==> src/rtl/multicycle_pkg.sv <==
// Shared encodings for the multicycle RV32I controller.
// Optional feature macro: RV_UPPER_IMM_EN (adds lui/auipc via EXECUTEU).
package multicycle_pkg;

  typedef enum logic [3:0] {
    S_FETCH,
    S_DECODE,
    S_MEMADR,
    S_MEMREAD,
    S_MEMWB,
    S_MEMWRITE,
    S_EXECUTER,
    S_EXECUTEI,
    S_ALUWB,
    S_BRANCH,
    S_JAL
`ifdef RV_UPPER_IMM_EN
    , S_EXECUTEU
`endif
  } state_t;

  typedef enum logic [1:0] {
    ALUOP_ADD   = 2'b00,
    ALUOP_SUB   = 2'b01,
    ALUOP_FUNCT = 2'b10
  } aluop_t;

  localparam logic [6:0] OP_LOAD   = 7'b0000011;
  localparam logic [6:0] OP_STORE  = 7'b0100011;
  localparam logic [6:0] OP_RTYPE  = 7'b0110011;
  localparam logic [6:0] OP_ITYPE  = 7'b0010011;
  localparam logic [6:0] OP_BRANCH = 7'b1100011;
  localparam logic [6:0] OP_JAL    = 7'b1101111;
  localparam logic [6:0] OP_LUI    = 7'b0110111;
  localparam logic [6:0] OP_AUIPC  = 7'b0010111;

  localparam logic [3:0] ALU_ADD  = 4'b0000;
  localparam logic [3:0] ALU_SUB  = 4'b1000;
  localparam logic [3:0] ALU_SLL  = 4'b0001;
  localparam logic [3:0] ALU_SLT  = 4'b0010;
  localparam logic [3:0] ALU_SLTU = 4'b0011;
  localparam logic [3:0] ALU_XOR  = 4'b0100;
  localparam logic [3:0] ALU_SRL  = 4'b0101;
  localparam logic [3:0] ALU_SRA  = 4'b1101;
  localparam logic [3:0] ALU_OR   = 4'b0110;
  localparam logic [3:0] ALU_AND  = 4'b0111;

  localparam logic [1:0] SRCA_PC    = 2'b00;
  localparam logic [1:0] SRCA_OLDPC = 2'b01;
  localparam logic [1:0] SRCA_RS1   = 2'b10;
  localparam logic [1:0] SRCA_ZERO  = 2'b11;

  localparam logic [1:0] SRCB_RS2  = 2'b00;
  localparam logic [1:0] SRCB_IMM  = 2'b01;
  localparam logic [1:0] SRCB_FOUR = 2'b10;

  localparam logic [1:0] RES_ALUOUT    = 2'b00;
  localparam logic [1:0] RES_DATA      = 2'b01;
  localparam logic [1:0] RES_ALURESULT = 2'b10;

  localparam logic [2:0] IMM_I = 3'b000;
  localparam logic [2:0] IMM_S = 3'b001;
  localparam logic [2:0] IMM_B = 3'b010;
  localparam logic [2:0] IMM_J = 3'b011;
  localparam logic [2:0] IMM_U = 3'b100;

endpackage

==> src/rtl/multicycle_controller_alu_decoder.sv <==
// ALU operation select: forced add/sub, or derived from funct fields.
module alu_decoder
  import multicycle_pkg::*;
(
  input  aluop_t     aluop,
  input  logic [2:0] funct3,
  input  logic       funct7b5,
  input  logic       op5,
  output logic [3:0] alucontrol
);

  // R-type passes funct7b5 through; I-type only honours it for srai
  always_comb begin
    alucontrol = ALU_ADD;
    case (aluop)
      ALUOP_ADD: alucontrol = ALU_ADD;
      ALUOP_SUB: alucontrol = ALU_SUB;
      ALUOP_FUNCT: begin
        if (op5) alucontrol = {funct7b5, funct3};
        else     alucontrol = {funct7b5 & (funct3 == 3'b101), funct3};
      end
      default: alucontrol = ALU_ADD;
    endcase
  end

endmodule

==> src/rtl/multicycle_controller.sv <==
// Sequencing FSM for a multicycle RV32I core with a shared ALU and memory port.
// Optional feature macro: RV_UPPER_IMM_EN (lui/auipc through EXECUTEU).
module multicycle_controller
  import multicycle_pkg::*;
(
  input  logic       clk,
  input  logic       reset,
  input  logic [6:0] op,
  input  logic [2:0] funct3,
  input  logic       funct7b5,
  input  logic       Zero,
  input  logic       MemReady,
  output logic       PCWrite,
  output logic       AdrSrc,
  output logic       MemWrite,
  output logic       IRWrite,
  output logic       RegWrite,
  output logic [1:0] ResultSrc,
  output logic [1:0] ALUSrcA,
  output logic [1:0] ALUSrcB,
  output logic [2:0] ImmSrc,
  output logic [3:0] ALUControl,
  output logic       InstrDone,
  output logic       IllegalInstr
);

  state_t state, next_state;
  aluop_t aluop;

  alu_decoder u_alu_decoder (
    .aluop      (aluop),
    .funct3     (funct3),
    .funct7b5   (funct7b5),
    .op5        (op[5]),
    .alucontrol (ALUControl)
  );

  // State register with synchronous reset back to FETCH
  always_ff @(posedge clk) begin
    if (reset) state <= S_FETCH;
    else       state <= next_state;
  end

  // Next state and Moore outputs; reset masks every enable and strobe
  always_comb begin
    next_state   = state;
    PCWrite      = 1'b0;
    AdrSrc       = 1'b0;
    MemWrite     = 1'b0;
    IRWrite      = 1'b0;
    RegWrite     = 1'b0;
    ResultSrc    = RES_ALUOUT;
    ALUSrcA      = SRCA_PC;
    ALUSrcB      = SRCB_RS2;
    aluop        = ALUOP_ADD;
    InstrDone    = 1'b0;
    IllegalInstr = 1'b0;

    case (state)
      S_FETCH: begin
        ALUSrcB   = SRCB_FOUR;
        ResultSrc = RES_ALURESULT;
        IRWrite   = MemReady;
        PCWrite   = MemReady;
        if (MemReady) next_state = S_DECODE;
      end
      S_DECODE: begin
        ALUSrcA = SRCA_OLDPC;
        ALUSrcB = SRCB_IMM;
        case (op)
          OP_LOAD, OP_STORE: next_state = S_MEMADR;
          OP_RTYPE:          next_state = S_EXECUTER;
          OP_ITYPE:          next_state = S_EXECUTEI;
          OP_JAL:            next_state = S_JAL;
          OP_BRANCH: begin
            if (funct3[2:1] == 2'b00) begin
              next_state = S_BRANCH;
            end else begin
              next_state   = S_FETCH;
              IllegalInstr = 1'b1;
            end
          end
`ifdef RV_UPPER_IMM_EN
          OP_LUI, OP_AUIPC:  next_state = S_EXECUTEU;
`endif
          default: begin
            next_state   = S_FETCH;
            IllegalInstr = 1'b1;
          end
        endcase
      end
      S_MEMADR: begin
        ALUSrcA    = SRCA_RS1;
        ALUSrcB    = SRCB_IMM;
        next_state = op[5] ? S_MEMWRITE : S_MEMREAD;
      end
      S_MEMREAD: begin
        AdrSrc = 1'b1;
        if (MemReady) next_state = S_MEMWB;
      end
      S_MEMWB: begin
        ResultSrc  = RES_DATA;
        RegWrite   = 1'b1;
        InstrDone  = 1'b1;
        next_state = S_FETCH;
      end
      S_MEMWRITE: begin
        AdrSrc    = 1'b1;
        MemWrite  = 1'b1;
        InstrDone = MemReady;
        if (MemReady) next_state = S_FETCH;
      end
      S_EXECUTER: begin
        ALUSrcA    = SRCA_RS1;
        ALUSrcB    = SRCB_RS2;
        aluop      = ALUOP_FUNCT;
        next_state = S_ALUWB;
      end
      S_EXECUTEI: begin
        ALUSrcA    = SRCA_RS1;
        ALUSrcB    = SRCB_IMM;
        aluop      = ALUOP_FUNCT;
        next_state = S_ALUWB;
      end
      S_ALUWB: begin
        RegWrite   = 1'b1;
        InstrDone  = 1'b1;
        next_state = S_FETCH;
      end
      S_BRANCH: begin
        ALUSrcA    = SRCA_RS1;
        ALUSrcB    = SRCB_RS2;
        aluop      = ALUOP_SUB;
        PCWrite    = Zero ^ funct3[0];
        InstrDone  = 1'b1;
        next_state = S_FETCH;
      end
      S_JAL: begin
        ALUSrcA    = SRCA_OLDPC;
        ALUSrcB    = SRCB_FOUR;
        PCWrite    = 1'b1;
        next_state = S_ALUWB;
      end
`ifdef RV_UPPER_IMM_EN
      S_EXECUTEU: begin
        ALUSrcA    = (op == OP_LUI) ? SRCA_ZERO : SRCA_OLDPC;
        ALUSrcB    = SRCB_IMM;
        next_state = S_ALUWB;
      end
`endif
      default: next_state = S_FETCH;
    endcase

    if (reset) begin
      PCWrite      = 1'b0;
      IRWrite      = 1'b0;
      RegWrite     = 1'b0;
      MemWrite     = 1'b0;
      InstrDone    = 1'b0;
      IllegalInstr = 1'b0;
    end
  end

  // Immediate format follows the opcode in every state
  always_comb begin
    ImmSrc = IMM_I;
    case (op)
      OP_STORE:  ImmSrc = IMM_S;
      OP_BRANCH: ImmSrc = IMM_B;
      OP_JAL:    ImmSrc = IMM_J;
`ifdef RV_UPPER_IMM_EN
      OP_LUI, OP_AUIPC: ImmSrc = IMM_U;
`endif
      default:   ImmSrc = IMM_I;
    endcase
  end

endmodule

==> config.mk <==
export PLATFORM = sky130hd
export DESIGN_NAME = multicycle_controller
export DESIGN_NICKNAME = d
export VERILOG_FILES = /design/src/rtl/multicycle_pkg.sv /design/src/rtl/multicycle_controller_alu_decoder.sv /design/src/rtl/multicycle_controller.sv
export SDC_FILE = /design/constraint.sdc
export NUM_CORES = 1
export LEC_CHECK = 0
export BUFFER_PORTS_ARGS = -buffer_cell sky130_fd_sc_hd__buf_4
export CORE_UTILIZATION = 39
export DETAILED_ROUTE_END_ITERATION = 16
export PLACE_DENSITY = 0.81
export SYNTH_ARGS = -nofsm -noshare
export SYNTH_HDL_FRONTEND = slang
export SYNTH_SLANG_ARGS = --single-unit
==> constraint.sdc <==
create_clock -name clk -period 2 [get_ports clk]
set_input_delay 0.2 -clock clk [delete_from_list [all_inputs] [get_ports clk]]
set_output_delay 0.2 -clock clk [all_outputs]
set_load 0.03 [all_outputs]
==> impl_metrics.py, run 1 <==
metrics = {
    "clock_tree": {
        "cts_tree": "built",
        "postCtsSetupBuffers": 0,
        "cts_buffer_depth": 2,
        "hold_buffers": 0,
        "cts_sinks": 4,
        "cts_buffers": 3,
        "clkTransAtPathRegs_ns": 0.04,
        "clkLatencyLatePin_ns": 0.25,
        "cts_root_buffer": "clkbuf_4",
        "htreeDepth": 1,
    },
    "cells_and_area": {
        "final_net_count": 158,
        "top_register": "state",
        "synthToLayoutAreaGrowth_pct": 40.6,
        "reg_top3": "state (4)",
        "drive_above_1_share_pct": 33.8,
        "n_antenna_cell": 0,
        "nFillCells": 156,
        "largest_reg_flops": 4,
        "layout_commonest_cell": "buf_4",
        "final_util_pct": 62.0,
        "final_cell_mix": "36 x buf_4, 12 x nor2_1, 10 x a21oi_1",
    },
    "timing": {
        "min_period_ns": 1.82,
        "setup-tns-final_ns": 0,
        "slew_viol_final": 0,
        "max_freq_mhz": 548,
        "rsz0062_at_grt": "false",
        "period_share_pct": 91.2,
        "setup_slack_ns": 0.175,
        "hold_violations": 0,
        "setup_viol": 0,
        "skew_ns": 0.00509,
    },
    "logic_synthesis": {
        "syn_area_um2": 703,
        "yosys_warnings": 0,
        "synth_edf_count": 0,
        "yosys.area_share.xor_xnor_pct": 1.25,
        "synthCells": 108,
        "synth_cell_types": 37,
        "synth.area.mux_share_pct": 0,
        "avgSynthCellArea_um2": 6.51,
        "ys_seq_elements": 4,
        "yosys.area_share.simple_pct": 44.7,
        "synth_top_family_by_area": "simple AND/OR/NAND/NOR gates",
        "synth-compound-area-share_pct": 29.0,
        "synth_fa_ha_area_share_pct": 3.56,
        "async_flop_share_pct": 0,
        "synth.net_count": 125,
        "ys_seq_area_share_pct": 11.4,
        "synth_top_flop_cell": "dfxtp_1",
    },
    "routing": {
        "antenna_left": 0,
        "drt_iter0_drc": 28,
        "num_vias": 908,
        "drt_wl_total_um": 2010,
        "drcViolationCount": 0,
        "firstDrtPassIters": 4,
        "wl_per_cell_um": 12.3,
        "vias_per_cell": 5.57,
    },
    "placement": {
        "portBuffers": 33,
        "gp_congestion": 0.905,
        "dp_hpwl_um": 1570,
        "dp_slack_ns": 0.337,
    },
    "floorplan": {
        "ioPinCount": 35,
        "fp.dieW_um": 44.5,
        "start_util_pct": 44.1,
        "rows": 14,
        "core-area_mm2": 0.00159,
        "die_h_um": 44.5,
        "die-area_mm2": 0.00198,
    },
    "pwr": {
        "p_int_mw": 0.206,
        "combPwrFrac_pct": 40.7,
        "switching_share_pct": 36.7,
        "peakVddDrop_v": 0.000222,
        "power.net_switching_mw": 0.119,
        "power.leakage_nw": 0.440,
        "seq_power_share_pct": 25.9,
        "power_density_mw_per_mm2": 329,
        "power_frac_clock_pct": 33.4,
    },
    "global_routing": {
        "antenna_found_initial": 0,
        "overflow": 0,
        "grt_pass1_wl_um": 3270,
        "grt_use_total_pct": 22.0,
        "grt_max_degree": 19,
        "grt_pass1_vias": 789,
    },
    "worst_setup_path": {
        "critical_path_class": "reg -> out",
        "critical_path_peak_fanout": 4,
        "timing.reg2reg.setup_slack_ns": 0.38,
        "arrival_ns": 1.62,
        "crit_path_end_kind": "output port",
        "rr_worst_depth": 5,
        "critPathLaunchType": "flip-flop",
        "worst-endpoint-required_ns": 1.80,
    },
    "hold_path": {
        "hold_depth": 2,
        "hp-class": "in -> reg",
    },
    "job": {
        "drv_cap": 0,
    },
    "run_status": {
        "status": "finished clean",
    },
}
path summary, 6_finish.rpt:
path | startpoint | to
max | state[0] | ALUControl[3]
max reg2reg | state[2] | state[2]
min | MemReady | state[2]
min reg2reg | state[1] | state[3]
critical path, stage by stage, from the launching register on:
cell	delay, ns
dfxtp_1	0.40
nor2b_2	0.23
nand3_1	0.14
ha_1	0.27
a31oi_1	0.14
nor2_1	0.05
buf_4	0.16
cell families (layout without fill, tap and decap cells):
logic type                 Yosys count  after routing
and+or+nand+nor                     55             55
other                                1              1
DFF                                  4              4
adders and majority gates            2              2
AOI/OAI and AO/OA                   31             31
buffers and inverters               14             45
xor gates and xnor gates             1              1
cell usage after synthesis (3+ instances only):
cell,n,area (um^2)
inv_1,6,22.5
clkbuf_1,3,11.3
nand3_1,3,15.0
a31oi_1,3,18.8
nor2_1,12,45.0
nand2_1,6,22.5
buf_2,3,15.0
nand2b_1,7,43.8
nor3_1,7,35.0
nor2b_1,4,25.0
o21ai_0,6,30.0
a211oi_1,3,22.5
and2_1,4,25.0
a21oi_1,10,50.1
dfxtp_1,4,80.1
layout make-up:
class                           instances  area, um^2  share of cell area, %
Clock buffer                            3        22.5                   2.28
Inverter                                6        22.5                   2.28
Sequential cell                         4        82.6                   8.35
Timing Repair Buffer                   36         270                   27.3
Tap cell                               24        30.0                   3.04
Multi-Input combinational cell         90         561                   56.7
per-layer routing:
layer	part of all wire, %	track usage, %	up-vias
met5	0	0	-
met4	0	4.85	0
met3	7.1	7.35	0
met2	52	38.2	41
met1	41	26.0	420
li1	-	-	447
power groups by stage:
stage | clock (mW) | combinational (mW) | sequential [mW]
after CTS | 0.114 | 0.131 | 0.0839
after detailed placement | 0 | 0.131 | 0.0853
after floorplan | 0 | 0.0753 | 0.0852
after global placement | 0 | 0.128 | 0.0852
final | 0.109 | 0.132 | 0.0843
after global routing | 0.123 | 0.144 | 0.0843
stage by stage:
step	std cells	total power, mW	hold WS [ns]	instance area, um^2
3_5_place_dp	160	0.216	0.447	958
3_3_place_gp	160	0.214	0.445	958
2_1_floorplan	108	0.161	0.293	703
6_report	163	0.325	0.194	988
4_1_cts	163	0.329	0.190	981
5_1_grt	163	0.352	0.185	988
repair_timing:
action                                  in CTS  in global routing
endpoints found under the hold margin        0                  0
gates resized for setup                      0                  4
endpoints found under the setup margin       0                  7
Note: power is estimated with default switching activity, not from simulation.
==> run 2: changes to the inputs <==
--- a/config.mk
+++ b/config.mk
@@ -8,7 +8,7 @@
 export BUFFER_PORTS_ARGS = -buffer_cell sky130_fd_sc_hd__buf_4
 export CORE_UTILIZATION = 39
 export DETAILED_ROUTE_END_ITERATION = 16
-export PLACE_DENSITY = 0.81
+export PLACE_DENSITY = 0.7
 export SYNTH_ARGS = -nofsm -noshare
 export SYNTH_HDL_FRONTEND = slang
 export SYNTH_SLANG_ARGS = --single-unit
==> impl_metrics.py, run 2 (synthesized netlist as in run 1, its figures left out) <==
metrics = {
    "cells_and_area": {
        "final_net_count": 159,
        "final_util_pct": 62.7,
        "top_register": "state",
        "n_antenna_cell": 0,
        "drive_above_1_share_pct": 33.6,
        "layout_commonest_cell": "buf_4",
        "synthToLayoutAreaGrowth_pct": 42.2,
        "final_cell_mix": "37 x buf_4, 11 x nor2_1, 10 x a21oi_1",
        "instances_no_fill": 164,
        "largest_reg_flops": 4,
        "postLayoutCellArea_um2": 1000,
        "reg_top3": "state (4)",
        "nFillCells": 162,
    },
    "floorplan": {
        "fp.dieW_um": 44.5,
        "rows": 14,
        "ioPinCount": 35,
        "die_h_um": 44.5,
        "start_util_pct": 44.1,
        "core-area_mm2": 0.00159,
        "die-area_mm2": 0.00198,
    },
    "timing": {
        "setup-tns-final_ns": 0,
        "rsz0062_at_grt": "false",
        "fin_hold_ws_ns": 0.190,
        "min_period_ns": 1.84,
        "max_freq_mhz": 544,
        "period_share_pct": 91.9,
        "slew_viol_final": 0,
        "skew_ns": 0.00468,
        "setup_viol": 0,
        "setup_slack_ns": 0.162,
        "hold_violations": 0,
    },
    "worst_setup_path": {
        "arrival_ns": 1.64,
        "critical_path_class": "reg -> out",
        "worst-endpoint-required_ns": 1.80,
        "critical_path_peak_fanout": 15,
        "critPathLaunchType": "flip-flop",
        "crit_path_end_kind": "output port",
    },
    "global_routing": {
        "overflow": 0,
        "grt_use_total_pct": 22.9,
        "antenna_found_initial": 0,
        "grt_pass1_vias": 794,
        "grt_pass1_wl_um": 3390,
        "grt_max_degree": 16,
    },
    "routing": {
        "vias_per_cell": 5.27,
        "drcViolationCount": 0,
        "drt_iter0_drc": 19,
        "met3_wirelength_um": 97,
        "antenna_left": 0,
        "firstDrtPassIters": 6,
        "wl_met1_um": 922,
        "wl_per_cell_um": 12.2,
        "dr_wl_met2_um": 943,
        "num_vias": 865,
        "drt_wl_total_um": 2000,
        "topRoutingLayerUsed": "met4",
    },
    "pwr": {
        "peakVddDrop_v": 0.000237,
        "total_power_mw": 0.320,
        "power_density_mw_per_mm2": 320,
        "power.leakage_nw": 0.447,
    },
    "clock_tree": {
        "cts_root_buffer": "clkbuf_4",
        "cts_tree": "built",
        "cts_buffer_depth": 2,
        "hold_buffers": 0,
        "clkLatencyLatePin_ns": 0.24,
        "cts_buffers": 3,
        "clkTransAtPathRegs_ns": 0.04,
        "htreeDepth": 1,
        "cts_sinks": 4,
    },
    "job": {
        "drv_cap": 0,
    },
    "placement": {
        "portBuffers": 33,
        "dp_hpwl_um": 1550,
        "gp_congestion": 0.823,
        "dp.cells": 161,
        "dp_slack_ns": 0.348,
        "dpl-instance-area_um2": 966,
    },
    "hold_path": {
        "hp-class": "in -> reg",
    },
    "run_status": {
        "status": "finished clean",
    },
}
-- run 2: cell types whose count changed in the layout (fill, tap and decap cells not counted) --
cell	before	now
dfxtp_2	2	1
nor2b_4	0	1
nand2b_2	1	0
buf_4	36	37
nor2_2	0	1
nand2b_1	6	7
nor2_1	12	11
nor2b_2	1	0
dfxtp_1	2	3
-- run 2: worst max-delay path, stage by stage, from the launching register on --
cell,delay [ns]
dfxtp_1,0.34
buf_4,0.20
nand2b_1,0.19
nor2_2,0.18
nand2_1,0.07
a211oi_1,0.21
buf_4,0.20
-- run 2: report_power, final --
group,internal [mW],leakage (nW),switching (mW),total [mW]
logic,0.0574,0.400,0.0765,0.134
registers,0.0820,0.0330,0.00136,0.0834
clock network,0.0672,0.0138,0.0353,0.103
total,0.207,0.447,0.113,0.320
-- run 2: metal layers --
metal	vias to the layer above	GRT usage, %
met3	4	2.45
met1	384	29.5
li1	443	-
met4	0	7.27
met5	-	0
met2	34	39.7
-- run 2: path summary, 6_finish.rpt --
check                           cells past startpoint            to      from  slack, ns
worst max register to register                      5      state[2]  state[0]       0.44
worst min-delay path                                2      state[2]  MemReady       0.19
worst min register to register                      3      state[3]  state[1]       0.66
worst max-delay path                                6  IllegalInstr  state[0]       0.16
-- run 2: timing repair --
item / CTS / global route
resized for setup: 0 / 4
setup buffers: 0 / 0
setup endpoints to repair: 0 / 5
-- run 2: final cells by class --
type                    instances  area [um^2]  share of cell area, %
clock buffers                   3         22.5                   2.25
inverters                       6         22.5                   2.25
well taps                      24         30.0                   3.00
flip-flops and latches          4         81.3                   8.14
repair buffers                 37          278                   27.8
multi-input cells              90          566                   56.6
==> run 3: changes to the inputs <==
--- a/config.mk
+++ b/config.mk
@@ -6,9 +6,9 @@
 export NUM_CORES = 1
 export LEC_CHECK = 0
 export BUFFER_PORTS_ARGS = -buffer_cell sky130_fd_sc_hd__buf_4
-export CORE_UTILIZATION = 39
+export CORE_UTILIZATION = 45
 export DETAILED_ROUTE_END_ITERATION = 16
-export PLACE_DENSITY = 0.7
+export PLACE_DENSITY = 0.79
 export SYNTH_ARGS = -nofsm -noshare
 export SYNTH_HDL_FRONTEND = slang
 export SYNTH_SLANG_ARGS = --single-unit
==> impl_metrics.py, run 3 (synthesized netlist as in run 1, its figures left out) <==
metrics = {
    "cells_and_area": {
        "n_antenna_cell": 0,
        "largest_reg_flops": 4,
        "synthToLayoutAreaGrowth_pct": 39.7,
        "reg_top3": "state (4)",
        "top_register": "state",
        "layout_commonest_cell": "buf_4",
        "postLayoutCellArea_um2": 982,
        "final_cell_mix": "37 x buf_4, 12 x nor2_1, 10 x a21oi_1",
        "seqCellArea_um2": 82.6,
        "nFillCells": 128,
        "drive_above_1_share_pct": 34.3,
        "final_net_count": 159,
        "multiInputGateArea_um2": 558,
    },
    "routing": {
        "firstDrtPassIters": 5,
        "drt_wl_total_um": 2020,
        "drcViolationCount": 0,
        "vias_per_cell": 5.72,
        "antenna_left": 0,
        "num_vias": 887,
        "wl_per_cell_um": 13.0,
        "drt_iter0_drc": 28,
    },
    "global_routing": {
        "grt_use_total_pct": 24.4,
        "antenna_found_initial": 0,
        "grtUsageMet3_pct": 3.91,
        "grt_max_degree": 13,
        "grt-busiest-layer": "met2",
        "grt_use_met2_pct": 43.1,
        "met1_usage_pct": 29.9,
        "grt_pass1_wl_um": 3350,
        "overflow": 0,
        "grt_pass1_vias": 790,
    },
    "floorplan": {
        "die-area_mm2": 0.00172,
        "core-area_mm2": 0.00138,
        "fp.dieW_um": 41.5,
        "start_util_pct": 50.9,
        "rows": 13,
        "die_h_um": 41.5,
        "ioPinCount": 35,
    },
    "worst_setup_path": {
        "crit_path_end_kind": "output port",
        "critical_path_class": "reg -> out",
        "critPathLaunchType": "flip-flop",
        "critical_path_peak_fanout": 12,
        "arrival_ns": 1.66,
        "worst-endpoint-required_ns": 1.80,
        "rr_worst_depth": 5,
    },
    "clock_tree": {
        "hold_buffers": 0,
        "cts_tree": "built",
        "postCtsSetupBuffers": 0,
        "cts_root_buffer": "clkbuf_4",
        "cts-resized-gates": 0,
        "cts_buffer_depth": 2,
        "clkLatencyLatePin_ns": 0.25,
        "htreeDepth": 1,
        "cts_sinks": 4,
        "cts_buffers": 3,
        "clkTransAtPathRegs_ns": 0.05,
    },
    "timing": {
        "fin_hold_ws_ns": 0.183,
        "setup_viol": 0,
        "rsz0062_at_grt": "false",
        "min_period_ns": 1.86,
        "skew_ns": 0.0138,
        "slew_viol_final": 0,
        "setup-tns-final_ns": 0,
        "max_freq_mhz": 537,
        "period_share_pct": 93.1,
        "hold_violations": 0,
    },
    "placement": {
        "dp_hpwl_um": 1600,
        "dpl-instance-area_um2": 955,
        "gp_congestion": 0.818,
        "portBuffers": 33,
    },
    "pwr": {
        "power_density_mw_per_mm2": 327,
        "peakVddDrop_v": 0.000252,
        "power.leakage_nw": 0.445,
    },
    "run_status": {
        "status": "finished clean",
    },
    "hold_path": {
        "hp-class": "in -> reg",
        "hold_depth": 2,
    },
    "job": {
        "drv_cap": 0,
    },
}
[run 3: layout make-up]
| type | count | share of cell area, % |
|---|---|---|
| Multi-Input combinational cell | 90 | 56.8 |
| Sequential cell | 4 | 8.41 |
| Inverter | 6 | 2.29 |
| Clock buffer | 3 | 2.29 |
| Timing Repair Buffer | 37 | 28.3 |
| Tap cell | 15 | 1.91 |
[run 3: power by group]
part           internal [mW]  switching, mW
combinational         0.0561         0.0738
clock                 0.0674         0.0378
sequential            0.0823        0.00353
total                  0.206          0.115
[run 3: stage by stage]
| step | setup slack, ns | instances | util, % | power [mW] |
|---|---|---|---|---|
| final | 0.139 | 155 | 71.0 | 0.321 |
| after CTS | 0.0335 | 155 | 70.7 | 0.322 |
| after global routing | 0.0424 | 155 | 71.0 | 0.342 |
| after detailed placement | 0.306 | 152 | 69.0 | 0.215 |
| after floorplan | 0.00678 | 108 | - | 0.161 |
| after global placement | 0.356 | 152 | 69.0 | 0.213 |
[run 3: worst paths after layout]
check	startpoint	end	slack [ns]
max	state[3]	PCWrite	0.14
min	MemReady	state[2]	0.18
max reg2reg	state[2]	state[2]	0.40
min reg2reg	state[1]	state[0]	0.61
[run 3: metal layers]
metal / routed length, um / vias to the layer above
li1: - / 449
met1: 887 / 403
met2: 1010 / 35
met3: 123 / 0
met4: 0 / 0
met5: 0 / -
[run 3: critical path: stages (launching register included)]
cell	delay, ns
dfxtp_1	0.41
buf_4	0.22
nor3b_1	0.21
a31oi_1	0.06
o21a_1	0.18
nor3_1	0.15
buf_4	0.19
